**config.mk**
```make
export PLATFORM = sky130hd
export DESIGN_NAME = bsg_wormhole_packet_parser_multi
export DESIGN_NICKNAME = d
export VERILOG_FILES = /design/src/rtl/bsg_wormhole_packet_parser_multi_pkg.sv /design/src/rtl/bsg_wormhole_packet_parser_multi_hdr.sv /design/src/rtl/bsg_wormhole_packet_parser_multi.sv
export SDC_FILE = /design/constraint.sdc
export NUM_CORES = 1
export LEC_CHECK = 0
export ABC_AREA = 1
export BUFFER_PORTS_ARGS = -buffer_cell sky130_fd_sc_hd__buf_2
export CAP_MARGIN = 0
export CORE_ASPECT_RATIO = 0.7
export CORE_MARGIN = 2
export CORE_UTILIZATION = 45
export DETAILED_ROUTE_END_ITERATION = 8
export GPL_TIMING_DRIVEN = 0
export MAX_ROUTING_LAYER = met4
export PLACE_DENSITY = 0.77
export SETUP_SLACK_MARGIN = 0.4
export SYNTH_ARGS = -nofsm -noshare
export SYNTH_HDL_FRONTEND = slang
export SYNTH_SLANG_ARGS = --single-unit
```
**constraint.sdc**
```tcl
create_clock -name clk_i -period 1.3 [get_ports clk_i]
set_input_delay 0.195 -clock clk_i [delete_from_list [all_inputs] [get_ports clk_i]]
set_output_delay 0.195 -clock clk_i [all_outputs]
set_load 0.05 [all_outputs]
```
**src/rtl/bsg_wormhole_packet_parser_multi_pkg.sv**
```systemverilog
// Shared helpers for the multi-flit wormhole packet parser.
package bsg_wormhole_packet_parser_multi_pkg;

  // Width of an index into n slots; never narrower than one bit.
  function automatic int safe_clog2(input int n);
    return (n <= 1) ? 1 : $clog2(n);
  endfunction

endpackage

```
**src/rtl/bsg_wormhole_packet_parser_multi_hdr.sv**
```systemverilog
// Header capture array: one enabled register per header slot.

// Plain enabled register with synchronous active-high reset.
module bsg_dff_reset_en #(
  parameter int width_p = 1
) (
  input  logic               clk_i,
  input  logic               reset_i,
  input  logic               en_i,
  input  logic [width_p-1:0] data_i,
  output logic [width_p-1:0] data_o
);

  // Load on enable, clear on reset.
  always_ff @(posedge clk_i) begin
    if (reset_i)   data_o <= '0;
    else if (en_i) data_o <= data_i;
  end

endmodule

// A first-flit deque loads slot 0 with the flit and clears every other slot,
// so slots a short packet never reaches read back as zero. A later header
// deque loads only the slot selected by idx_i.
module bsg_wormhole_packet_parser_multi_hdr
  import bsg_wormhole_packet_parser_multi_pkg::*;
#(
  parameter int flit_width_p    = 16,
  parameter int hdr_flits_p     = 1,
  parameter int hdr_idx_width_p = safe_clog2(hdr_flits_p)
) (
  input  logic                              clk_i,
  input  logic                              reset_i,
  input  logic [flit_width_p-1:0]           data_i,
  input  logic                              first_deq_i,
  input  logic                              hdr_deq_i,
  input  logic [hdr_idx_width_p-1:0]        idx_i,
  output logic [hdr_flits_p*flit_width_p-1:0] hdr_r_o
);

  for (genvar i = 0; i < hdr_flits_p; i++) begin : g_slot
    logic                    en;
    logic [flit_width_p-1:0] d;

    assign en = first_deq_i | (hdr_deq_i & (idx_i == hdr_idx_width_p'(i)));
    assign d  = (first_deq_i && (i != 0)) ? '0 : data_i;

    bsg_dff_reset_en #(.width_p(flit_width_p)) slot (
      .clk_i   (clk_i),
      .reset_i (reset_i),
      .en_i    (en),
      .data_i  (d),
      .data_o  (hdr_r_o[i*flit_width_p +: flit_width_p])
    );
  end

endmodule

```
**src/rtl/bsg_wormhole_packet_parser_multi.sv**
```systemverilog
// Streaming parser for wormhole packets with a multi-flit header.
// Flags describe the current fifo head combinationally; state moves only on
// a dequeue (fifo_yumi_i). The length field L counts flits after the first.
//
// Handshake: the head flit is offered when fifo_v_i is high; it is consumed
// in a cycle where fifo_yumi_i is high, which is only legal with fifo_v_i high.
module bsg_wormhole_packet_parser_multi
  import bsg_wormhole_packet_parser_multi_pkg::*;
#(
  parameter int flit_width_p = 16,
  parameter int len_width_p  = 4,
  parameter int len_offset_p = 0,
  parameter int hdr_flits_p  = 1
) (
  input  logic                                 clk_i,
  input  logic                                 reset_i,
  input  logic                                 fifo_v_i,
  input  logic [flit_width_p-1:0]              fifo_data_i,
  input  logic                                 fifo_yumi_i,
  output logic                                 first_o,
  output logic                                 hdr_o,
  output logic                                 last_o,
  output logic [safe_clog2(hdr_flits_p)-1:0]   hdr_idx_o,
  output logic [len_width_p-1:0]               flits_left_r_o,
  output logic [hdr_flits_p*flit_width_p-1:0]  hdr_r_o,
  output logic                                 hdr_v_r_o,
  output logic                                 short_o
);

  localparam int hdr_idx_width_lp = safe_clog2(hdr_flits_p);
  localparam logic [hdr_idx_width_lp-1:0] hdr_idx_last_lp = hdr_idx_width_lp'(hdr_flits_p - 1);

  // e_expect_first: the next flit to arrive starts a new packet.
  typedef enum logic {
    e_in_packet    = 1'b0,
    e_expect_first = 1'b1
  } state_e;

  state_e                      state_r, state_n;
  logic [len_width_p-1:0]      flits_left_r, flits_left_n;
  logic [hdr_idx_width_lp-1:0] hdr_idx_r, hdr_idx_n;
  logic                        hdr_v_r, hdr_v_n;
  logic [len_width_p-1:0]      len;
  logic                        in_pkt_v;
  logic                        first_deq, hdr_deq;

  assign len      = fifo_data_i[len_offset_p +: len_width_p];
  assign first_o  = fifo_v_i & (state_r == e_expect_first);
  assign in_pkt_v = fifo_v_i & (state_r == e_in_packet);
  assign hdr_o    = first_o | (in_pkt_v & (hdr_idx_r != '0));
  assign last_o   = first_o ? (len == '0)
                            : (in_pkt_v & (flits_left_r == len_width_p'(1)));
  assign hdr_idx_o = first_o ? '0 : hdr_idx_r;
  assign short_o   = last_o & hdr_o & (hdr_idx_o != hdr_idx_last_lp);

  assign flits_left_r_o = flits_left_r;
  assign hdr_v_r_o      = hdr_v_r;

  assign first_deq = fifo_yumi_i & first_o;
  assign hdr_deq   = fifo_yumi_i & in_pkt_v & hdr_o;

  // Next-state: first-flit deque opens a packet, later deques count it down.
  always_comb begin
    state_n      = state_r;
    flits_left_n = flits_left_r;
    hdr_idx_n    = hdr_idx_r;
    hdr_v_n      = hdr_v_r;
    if (first_deq) begin
      hdr_v_n = (hdr_flits_p == 1) || (len == '0);
      if (len != '0) begin
        state_n      = e_in_packet;
        flits_left_n = len;
        hdr_idx_n    = (hdr_flits_p > 1) ? hdr_idx_width_lp'(1) : '0;
      end
    end else if (fifo_yumi_i && in_pkt_v) begin
      flits_left_n = flits_left_r - len_width_p'(1);
      if (hdr_o) begin
        if (hdr_idx_r == hdr_idx_last_lp) begin
          hdr_idx_n = '0;
          hdr_v_n   = 1'b1;
        end else begin
          hdr_idx_n = hdr_idx_r + hdr_idx_width_lp'(1);
        end
      end
      if (last_o) begin
        state_n   = e_expect_first;
        hdr_idx_n = '0;
        hdr_v_n   = 1'b1;
      end
    end
  end

  // State registers; reset discards any partial packet.
  always_ff @(posedge clk_i) begin
    if (reset_i) begin
      state_r      <= e_expect_first;
      flits_left_r <= '0;
      hdr_idx_r    <= '0;
      hdr_v_r      <= 1'b0;
    end else begin
      state_r      <= state_n;
      flits_left_r <= flits_left_n;
      hdr_idx_r    <= hdr_idx_n;
      hdr_v_r      <= hdr_v_n;
    end
  end

  // Dequeuing an absent flit is a protocol error upstream.
  always_ff @(posedge clk_i) begin
    if (!reset_i) assert (!(fifo_yumi_i && !fifo_v_i));
  end

  bsg_wormhole_packet_parser_multi_hdr #(
    .flit_width_p    (flit_width_p),
    .hdr_flits_p     (hdr_flits_p),
    .hdr_idx_width_p (hdr_idx_width_lp)
  ) hdr_capture (
    .clk_i       (clk_i),
    .reset_i     (reset_i),
    .data_i      (fifo_data_i),
    .first_deq_i (first_deq),
    .hdr_deq_i   (hdr_deq),
    .idx_i       (hdr_idx_r),
    .hdr_r_o     (hdr_r_o)
  );

endmodule
```
==> results of run 1 <==
## path summary, 6_finish.rpt
check / from / endpoint / cells past startpoint
worst min-delay path: fifo_data_i[12] / hdr_capture.g_slot[0].slot.data_o[12] / 3
worst min register to register: hdr_v_r_o / hdr_v_r_o / 2
worst max-delay path: flits_left_r_o[1] / last_o / 7
worst max register to register: state_r / flits_left_r_o[3] / 9
## layout make-up
cell class              instances  area, um^2  share of cell area, %
plain buffers                   7        63.8                   3.13
clock buffers                   4        26.3                   1.29
inverters                      12        61.3                   3.01
multi-input cells              94         669                   32.8
flip-flops and latches         22         488                   23.9
well taps                      24        30.0                   1.47
repair buffers                 67         701                   34.4
## through the flow
| stage | total power [uW] | hold slack (ns) | instance area [um^2] | setup slack [ns] |
|---|---|---|---|---|
| 6_report | 2050 | 0.0952 | 2040 | -0.232 |
| 5_1_grt | 2090 | 0.103 | 2040 | -0.259 |
| 4_1_cts | 1810 | 0.105 | 1790 | -0.203 |
| 3_5_place_dp | 1270 | 0.423 | 1310 | -0.000723 |
| 3_3_place_gp | 1260 | 0.417 | 1310 | 0.0280 |
| 2_1_floorplan | 1150 | 0.264 | 1060 | 0.133 |
## kinds of logic after synthesis
logic type	after synthesis
AO/OA/AOI/OAI	25
XOR/XNOR	1
adder cells (fa/ha/maj)	2
buffers and inverters	19
flip-flops	22
other	1
AND/OR/NAND/NOR	64
## routing by layer
layer	GRT usage, %	part of all wire, %	vias to the layer above
met5	-	0	-
met4	10.2	4.9	0
met3	3.35	5.8	30
met2	43.7	49	92
met1	34.7	40	650
li1	-	-	558
## layout by cell type, fill, tap and decap left out, types with 2 or more instances in the layout
cell and n:
a21oi_2 4, buf_2 19, buf_4 11, buf_6 18, buf_8 24, clkbuf_4 3
conb_1 2, dfxtp_2 14, dfxtp_4 8, ha_4 2, inv_1 4, inv_2 4
inv_4 2, nand2_1 9, nand2_2 4, nand2_4 8, nand3_1 2, nor2_1 26
nor2_2 6, nor2_4 6, o21ai_1 5, o21ai_2 10, o21ai_4 2, o21bai_1 2
## power groups by stage
stage / sequential [uW] / combinational [uW] / clock [uW]
finish: 787 / 885 / 375
global route: 789 / 915 / 388
CTS: 780 / 695 / 337
detailed placement: 773 / 497 / 0
global placement: 771 / 485 / 0
floorplan: 933 / 215 / 0
## repair_timing
item                       4_1_cts  5_1_grt
pin swaps                       16       26
gates cloned                     3        0
setup endpoints to repair       46       46
resized for setup              122       46
hold buffers                     0        0
buffers inserted                11       10
## state kept, by name, indices dropped and copies added (netlist names)
register,flops
hdr_capture.g_slot.slot.data_o,16
hdr_v_r_o,1
state_r,1
flits_left_r_o,4
## worst max-delay path: stages (launching register included)
cell	delay, ns
dfxtp_4	0.38
inv_4	0.06
ha_4	0.12
inv_2	0.04
nor2_4	0.09
nand3_2	0.09
o21ai_4	0.07
buf_6	0.17
==> run_results.csv, run 1 <==
group,metric,value,unit
die,start_util,46.5,%
clocking,cts_root_buf,"clkbuf_4",
timing,skew,0.0216,ns
setup_path,crit_fanout,2,
die,die_h,43.0,um
grt,grt_max_degree,13,
clocking,cts_buffer_depth,2,
timing,layout_min_cycle_time,1.53,ns
synth,synthMuxAreaShare,0,%
pwr,p_per_area,1000,mW/mm^2
routing,dr_total_vias,1330,
clocking,htree_levels,1,
die,die_area,0.00257,mm^2
pwr,swShare,40.3,%
final_layout,syn_to_final_growth,108,%
synth,synth_most_common_cell,"nor2_1",
routing,drc,0,
min_path,worstHoldPathType,"primary input to register",
clocking,clkLatencyLatePin,0.33,ns
setup_path,critPathArrivalTime,1.34,ns
timing,slew_headroom,59.2,%
run_status,status,"complete, but fails checks",
grt,grt_pass1_wl,5080,um
synth,ys_async_sr_fraction,0,%
pwr,power_frac_seq,38.5,%
die,row_count,14,
routing,drt-total-wl,4990,um
pwr,vdd_ir_drop_max,0.851,mV
synth,synth_top_family_by_area,"simple AND/OR/NAND/NOR gates",
clocking,cts_tree,"built",
timing,report.final.slew_viol_count,0,
clocking,clkTransAtPathRegs,0.14,ns
final_layout,final_cells,230,
synth,synth_ff_type,"dfxtp_1",
synth,synth_top_cell_by_area,"dfxtp_1",
grt,grt.overflow.total,0,
setup_path,critPathCaptureType,"output port",
placement,place_hpwl,1810,um
synth,syn_inst,134,
timing,fin_ws,-0.232,ns
synth,synth_edf_count,0,
grt,grt_pass1_vias,1136,
setup_path,path_class,"register to output port",
final_layout,antennaDiodeCount,0,
synth,synthTopCellsByCount,"nor2_1, dfxtp_1, nand2_1, o21ai_0, inv_1",
synth,syn_area,978,um^2
pwr,internal-power,1220,uW
placement,port_buffers,43,
routing,wl_per_cell,21.7,um
timing,setup_viol,22,
pwr,p_clk_share,18.3,%
synth,synth_top_cells_by_area,"dfxtp_1, nor2_1, o21ai_0",
routing,drtIter0Drc,77,
synth,synth_seq_area_share,45.0,%
synth,synth-compound-area-share,13.3,%
synth,netlist.area_leader.share,45.0,%
clocking,cts_buffers,3,
timing,setup_tns,-1.85,ns
pwr,p_sw,825,uW
final_layout,drive_gt1_share,72.8,%
synth,synthSimpleGateAreaFrac,27.7,%
pwr,p_leak,0.000925,uW
die,coreArea,0.00210,mm^2
run,cap_violations,0,
setup_path,worst-endpoint-required,1.11,ns
placement,routabilityCongestion,0.727,
routing,firstDrtPassIters,4,
timing,worstMarginPinSlew,0.612,ns
grt,grt_use_total,27.1,%
timing,finalHoldViolCount,0,
routing,vias_per_cell,5.78,
grt,antenna_found_initial,0,
synth,yosys_warnings,0,
final_layout,nNetsFinal,229,
pwr,combPwrFrac,43.2,%
synth,synth_adder_area_share,2.56,%
synth,synth_cell_type_count,21,
routing,ant_nets,0,
setup_path,critPathLaunchType,"register",
synth,synthXorXnorAreaFrac,0.895,%
clocking,cts.sinks,22,
timing,rsz0062_at_grt,"yes",
placement,place_inst,202,
synth,ys_ff_latch,22,
run_status,violations,"setup timing",
final_layout,n_fill_cell,34,
timing,min_period_over_period,118,%
setup_path,reg2reg_slack,-0.18,ns
timing,fmax,653,MHz
synth,avgSynthCellArea,7.30,um^2
die,io_pins,46,
final_layout,utilization,97.0,%
die,die_w,59.7,um
No activity file was read; power rests on OpenSTA's default activity.
==> run 2: changes to the inputs <==
--- a/config.mk
+++ b/config.mk
@@ -13,6 +13,7 @@
 export CORE_UTILIZATION = 45
 export DETAILED_ROUTE_END_ITERATION = 8
 export GPL_TIMING_DRIVEN = 0
+export HOLD_SLACK_MARGIN = 0.15
 export MAX_ROUTING_LAYER = met4
 export PLACE_DENSITY = 0.77
 export SETUP_SLACK_MARGIN = 0.4
==> run 2 against run 1 <==
  * The run now fails in global routing
  * Synthesized cell count did not move
  * Synthesized area did not move
==> run_results.csv, run 2 <==
group,metric,value,unit
timing,crit_endpoint,"last_o",
synth,synth_seq_area_share,45.0,%
clocking,cts_buffer_depth,2,
clocking,cts.sinks,22,
die,row_count,14,
synth,ys_ff_latch,22,
synth,synth_most_common_cell,"nor2_1",
synth,ys_async_sr_fraction,0,%
synth,synth-compound-area-share,13.3,%
synth,synth_top_cell_by_area,"dfxtp_1",
placement,port_buffers,43,
synth,synth_ff_type,"dfxtp_1",
grt,antenna_found_initial,0,
timing,worstEpCategory,"output port",
synth,synthTopCellsByCount,"nor2_1, dfxtp_1, nand2_1, o21ai_0, inv_1",
run_status,toolErrorMsg,"[ERROR DPL-0033] detailed placement checks failed during check placement.",
synth,avgSynthCellArea,7.30,um^2
synth,yosys_warnings,0,
die,start_util,46.5,%
clocking,cts_root_buf,"clkbuf_4",
die,die_w,59.7,um
synth,syn_area,978,um^2
placement,dp_slack,-0.000723,ns
clocking,cts_buffers,3,
run_status,stop_stage,"global routing",
die,io_pins,46,
placement,routabilityCongestion,0.727,
die,die_h,43.0,um
synth,syn_inst,134,
synth,synth_top_cells_by_area,"dfxtp_1, nor2_1, o21ai_0",
synth,synthMuxAreaShare,0,%
synth,synth_cell_type_count,21,
synth,synth_adder_area_share,2.56,%
synth,synthXorXnorAreaFrac,0.895,%
grt,grt_max_degree,13,
synth,synth_top_family_by_area,"simple AND/OR/NAND/NOR gates",
synth,netlist.area_leader.share,45.0,%
placement,place_hpwl,1810,um
synth,synthSimpleGateAreaFrac,27.7,%
synth,synth_edf_count,0,
run_status,status,"did not finish",
clocking,htree_levels,1,
-- run 2: logic make-up after synthesis --
group,after synthesis
AOI/OAI and AO/OA,25
xor gates and xnor gates,1
adders and majority gates,2
buffers and inverters,19
DFF,22
other,1
and+or+nand+nor,64
-- run 2: per-stage QoR --
step           area [um^2]  cells  hold WS (ns)  setup TNS [ns]  util [%]
2_1_floorplan         1060    135         0.264               0         -
3_3_place_gp          1310    202         0.417               0      62.1
3_5_place_dp          1310    202         0.423       -0.000723      62.1
4_1_cts               1930    234         0.135          -0.289      91.9
-- run 2: timing repair --
item	in CTS
setup buffers	11
gates resized for setup	122
cloned	3
hold buffers	14
pin swaps	16
endpoints found under the setup margin	46
endpoints found under the hold margin	16
==> run 3: changes to the inputs <==
--- a/config.mk
+++ b/config.mk
@@ -8,15 +8,11 @@
 export ABC_AREA = 1
 export BUFFER_PORTS_ARGS = -buffer_cell sky130_fd_sc_hd__buf_2
 export CAP_MARGIN = 0
-export CORE_ASPECT_RATIO = 0.7
-export CORE_MARGIN = 2
-export CORE_UTILIZATION = 45
+export CORE_AREA = 2 2 63 65
 export DETAILED_ROUTE_END_ITERATION = 8
+export DIE_AREA = 0 0 65 67
 export GPL_TIMING_DRIVEN = 0
-export HOLD_SLACK_MARGIN = 0.15
-export MAX_ROUTING_LAYER = met4
-export PLACE_DENSITY = 0.77
-export SETUP_SLACK_MARGIN = 0.4
+export PLACE_DENSITY_LB_ADDON = 0.15
 export SYNTH_ARGS = -nofsm -noshare
 export SYNTH_HDL_FRONTEND = slang
 export SYNTH_SLANG_ARGS = --single-unit
==> run 3 against run 2 <==
  * The flow now finishes, with violations (setup timing)
==> run_results.csv, run 3 (same netlist as run 1, synthesis figures left out) <==
group,metric,value,unit
final_layout,drive_gt1_share,39.5,%
timing,skew,0.00942,ns
pwr,power_frac_seq,39.9,%
final_layout,antennaDiodeCount,0,
timing,layout_min_cycle_time,1.45,ns
clocking,hold_buffers,0,
pwr,p_per_area,1340,mW/mm^2
min_path,worstHoldPathType,"primary input to register",
clocking,cts.sinks,22,
final_layout,final_cells,233,
grt,grt_pass1_vias,1006,
setup_path,critPathLaunchType,"register",
placement,place_hpwl,1910,um
timing,setup_viol,1,
die,row_count,22,
grt,antenna_found_initial,0,
routing,dr_total_vias,980,
timing,rsz0062_at_grt,"yes",
routing,firstDrtPassIters,3,
final_layout,syn_to_final_growth,44.8,%
grt,grt_pass1_wl,4340,um
clocking,cts_tree,"built",
run,cap_violations,0,
setup_path,crit_fanout,2,
final_layout,largest_reg_flops,16,
grt,grt.overflow.total,0,
pwr,power,1900,uW
clocking,htree_levels,1,
placement,routabilityCongestion,0.704,
die,io_pins,46,
final_layout,largest_register,"hdr_capture.g_slot.slot.data_o",
routing,drc,0,
pwr,combPwrFrac,26.5,%
timing,hold_slack,0.144,ns
die,coreArea,0.00361,mm^2
pwr,p_leak,0.000723,uW
setup_path,path_cells,"inv_4 -> ha_4 -> inv_2 -> nor2_4 -> nand3_2 -> o21ai_4 -> buf_6",
clocking,cts_buffers,3,
routing,drtIter0Drc,12,
pwr,vdd_ir_drop_max,0.518,mV
timing,finalHoldViolCount,0,
setup_path,critPathArrivalTime,1.25,ns
die,start_util,27.1,%
run_status,status,"complete, but fails checks",
clocking,cts_root_buf,"clkbuf_8",
setup_path,critPathCaptureType,"output port",
run_status,violations,"setup timing",
pwr,p_clk_share,33.7,%
final_layout,seq_area,452,um^2
timing,setup_tns,-0.148,ns
final_layout,nNetsFinal,208,
placement,port_buffers,43,
die,die_h,67,um
die,die_area,0.00436,mm^2
clocking,clkTransAtPathRegs,0.09,ns
routing,ant_nets,0,
routing,wl_per_cell,10.9,um
pwr,p_sw,613,uW
timing,report.final.slew_viol_count,0,
final_layout,mostFrequentLayoutCells,"buf_2, nor2_1, nand2_1",
setup_path,cpMaxStageDelayCell,"dfxtp_4",
pwr,swShare,32.3,%
final_layout,n_fill_cell,401,
clocking,cts_buffer_depth,2,
setup_path,crit_family,"flip-flops",
timing,fmax,691,MHz
grt,grt_use_total,13.0,%
die,die_w,65,um
routing,vias_per_cell,4.21,
routing,drt-total-wl,2530,um
setup_path,path_class,"register to output port",
timing,fin_ws,-0.148,ns
setup_path,path_buf_inv,3,
setup_path,max_stage_delay,0.36,ns
pwr,internal-power,1280,uW
clocking,clkLatencyLatePin,0.27,ns
final_layout,multi_input_area,479,um^2
placement,place_inst,226,
setup_path,worst-endpoint-required,1.11,ns
timing,min_period_over_period,111,%
grt,grt_max_degree,14,
final_layout,final_common_cell,"buf_2",
==> run 3: worst min-delay path: cells and delay by family <==
family / cells / cell delay, ns
buffers and inverters: 1 / 0.07
AND/OR/NAND/NOR: 2 / 0.11
==> run 3: final timing paths <==
path	from	endpoint	slack [ns]	cells past startpoint
worst min register to register	hdr_v_r_o	hdr_v_r_o	0.46	2
worst max-delay path	flits_left_r_o[1]	last_o	-0.15	7
worst min-delay path	fifo_data_i[14]	hdr_capture.g_slot[0].slot.data_o[14]	0.14	3
worst max register to register	flits_left_r_o[1]	flits_left_r_o[2]	0.13	8
==> run 3: cell type report <==
| cell class | count | share of cell area [%] |
|---|---|---|
| sequential | 22 | 31.9 |
| tap | 48 | 4.24 |
| buffer | 7 | 3.80 |
| clock inverter | 1 | 2.12 |
| timing repair buffer | 46 | 17.8 |
| clock buffer | 3 | 2.92 |
| inverter | 12 | 3.36 |
| multi-input combinational | 94 | 33.8 |
==> run 3: timing repair <==
item,4_1_cts,5_1_grt
setup buffers,3,0
gates resized for setup,12,3
pin swaps,1,0
setup endpoints to repair,2,7
==> run 3: routing by layer <==
layer	wire (um)	GRT usage (%)	vias up
met3	162	3.04	2
met1	1100	14.1	434
met2	1260	24.9	30
met5	0	0	-
li1	-	-	514
met4	14	3.99	0
==> run 3: stage by stage <==
stage / worst slack, ns / utilization, % / area (um^2)
2_1_floorplan: 0.00458 / - / 1000
3_3_place_gp: -0.180 / 35.5 / 1280
3_5_place_dp: -0.206 / 35.5 / 1280
4_1_cts: -0.152 / 39.2 / 1410
5_1_grt: -0.216 / 39.3 / 1420
6_report: -0.148 / 39.3 / 1420
==> run 3: power groups by stage <==
| stage | logic [uW] | clock network (uW) | registers (uW) |
|---|---|---|---|
| finish | 502 | 639 | 756 |
| global route | 544 | 687 | 764 |
| CTS | 505 | 661 | 756 |
| detailed placement | 476 | 0 | 768 |
| global placement | 470 | 0 | 767 |
| floorplan | 193 | 0 | 928 |
==> run 4: changes to the inputs <==
--- a/config.mk
+++ b/config.mk
@@ -9,10 +9,12 @@
 export BUFFER_PORTS_ARGS = -buffer_cell sky130_fd_sc_hd__buf_2
 export CAP_MARGIN = 0
 export CORE_AREA = 2 2 63 65
+export CTS_BUF_LIST = sky130_fd_sc_hd__clkbuf_8
 export DETAILED_ROUTE_END_ITERATION = 8
 export DIE_AREA = 0 0 65 67
 export GPL_TIMING_DRIVEN = 0
 export PLACE_DENSITY_LB_ADDON = 0.15
+export SKIP_CTS_REPAIR_TIMING = 1
 export SYNTH_ARGS = -nofsm -noshare
 export SYNTH_HDL_FRONTEND = slang
 export SYNTH_SLANG_ARGS = --single-unit
==> run 4 against run 3 <==
  * The run still ends with setup timing left
  * Hold slack is essentially flat
  * Critical path depth is the same
  * Via count shrank 0.10%
==> run_results.csv, run 4 (same netlist as run 1, synthesis figures left out) <==
group,metric,value,unit
grt,grt_pass1_wl,4140,um
routing,firstDrtPassIters,4,
clocking,cts.sinks,22,
run_status,status,"complete, but fails checks",
timing,setup_tns,-0.171,ns
timing,fmax,680,MHz
grt,grt_pass1_vias,953,
setup_path,crit_fanout,3,
routing,drc,0,
placement,routabilityCongestion,0.704,
run_status,violations,"setup timing",
die,die_area,0.00436,mm^2
routing,wl_per_cell,10.8,um
setup_path,critPathArrivalTime,1.28,ns
routing,ant_nets,0,
die,io_pins,46,
pwr,p_leak,0.000718,uW
routing,vias_per_cell,4.22,
final_layout,largest_reg_flops,16,
die,die_h,67,um
final_layout,mostFrequentLayoutCells,"buf_2, nor2_1, nand2_1",
grt,grt_max_degree,14,
timing,report.final.slew_viol_count,0,
placement,port_buffers,43,
die,die_w,65,um
final_layout,multi_input_area,484,um^2
setup_path,max_stage_delay,0.36,ns
clocking,cts_buffer_depth,2,
timing,setup_viol,1,
clocking,cts_tree,"built",
final_layout,nNetsFinal,207,
setup_path,critPathLaunchType,"register",
timing,min_period_over_period,113,%
die,row_count,22,
clocking,clkTransAtPathRegs,0.09,ns
setup_path,cpMaxStageDelayCell,"dfxtp_4",
timing,skew,0.00937,ns
timing,rsz0062_at_grt,"yes",
timing,finalHoldViolCount,0,
setup_path,critPathCaptureType,"output port",
routing,dr_total_vias,979,
final_layout,syn_to_final_growth,43.9,%
final_layout,largest_register,"hdr_capture.g_slot.slot.data_o",
clocking,cts_root_buf,"clkbuf_8",
final_layout,final_common_cell,"buf_2",
timing,layout_min_cycle_time,1.47,ns
grt,antenna_found_initial,0,
clocking,htree_levels,1,
setup_path,path_cells,"inv_4 -> ha_4 -> inv_2 -> nor2_4 -> nand3_2 -> o21ai_4 -> buf_6",
die,start_util,27.1,%
min_path,worstHoldPathType,"primary input to register",
pwr,p_per_area,1340,mW/mm^2
timing,fin_ws,-0.171,ns
routing,drt-total-wl,2510,um
final_layout,seq_area,452,um^2
placement,place_hpwl,1910,um
setup_path,path_class,"register to output port",
clocking,cts_buffers,3,
die,coreArea,0.00361,mm^2
final_layout,antennaDiodeCount,0,
grt,grt_use_total,12.5,%
run,cap_violations,0,
final_layout,n_fill_cell,401,
final_layout,utilization,39.0,%
routing,drtIter0Drc,23,
setup_path,rr_startpoint,"flits_left_r_o[1]",
setup_path,cp-startpoint,"flits_left_r_o[1]",
min_path,hp-start,"fifo_data_i[14]",
grt,grt.overflow.total,0,
setup_path,worst-endpoint-required,1.11,ns
final_layout,drive_gt1_share,39.1,%
clocking,clkLatencyLatePin,0.27,ns
pwr,vdd_ir_drop_max,0.519,mV
==> run 4: path summary, 6_finish.rpt <==
path / end / cells after the start / slack (ns)
max: last_o / 7 / -0.17
min: hdr_capture.g_slot[0].slot.data_o[14] / 3 / 0.14
max reg2reg: flits_left_r_o[2] / 8 / 0.12
min reg2reg: hdr_v_r_o / 2 / 0.46
==> run 4: critical path, delay by kind of cell, from the launching register on <==
| family | cells | cell delay [ns] |
|---|---|---|
| DFF | 1 | 0.36 |
| buffers and inverters | 3 | 0.27 |
| and+or+nand+nor | 2 | 0.19 |
| adders and majority gates | 1 | 0.12 |
| AOI/OAI and AO/OA | 1 | 0.07 |
==> run 4: metrics by stage <==
stage / hold slack, ns / total power (uW) / worst slack, ns / instance area, um^2 / instances
final: 0.144 / 1890 / -0.171 / 1410 / 232
after global routing: 0.150 / 1990 / -0.234 / 1410 / 232
after CTS: 0.142 / 1890 / -0.513 / 1350 / 230
after detailed placement: 0.426 / 1240 / -0.206 / 1280 / 226
after global placement: 0.418 / 1240 / -0.180 / 1280 / 226
after floorplan: 0.264 / 1120 / 0.00458 / 1000 / 135
==> run 4: final cells by class <==
cell class | instances | area share [%]
clock inverters | 1 | 2.13
plain buffers | 7 | 3.82
repair buffers | 45 | 17.0
inverters | 12 | 3.38
flip-flops and latches | 22 | 32.1
multi-input cells | 94 | 34.4
clock buffers | 3 | 2.93
well taps | 48 | 4.27
==> run 4: power by group <==
part / switching [uW] / internal, uW / total [uW]
registers: 32.7 / 725 / 757
logic: 351 / 143 / 495
clock network: 228 / 411 / 639
==> run 4: routing by layer <==
metal	share of wire, %	GRT usage (%)	vias up
li1	-	-	512
met1	43	13.8	435
met2	50	23.3	30
met3	6.7	3.04	2
met4	0.56	3.99	0
met5	0	0	-
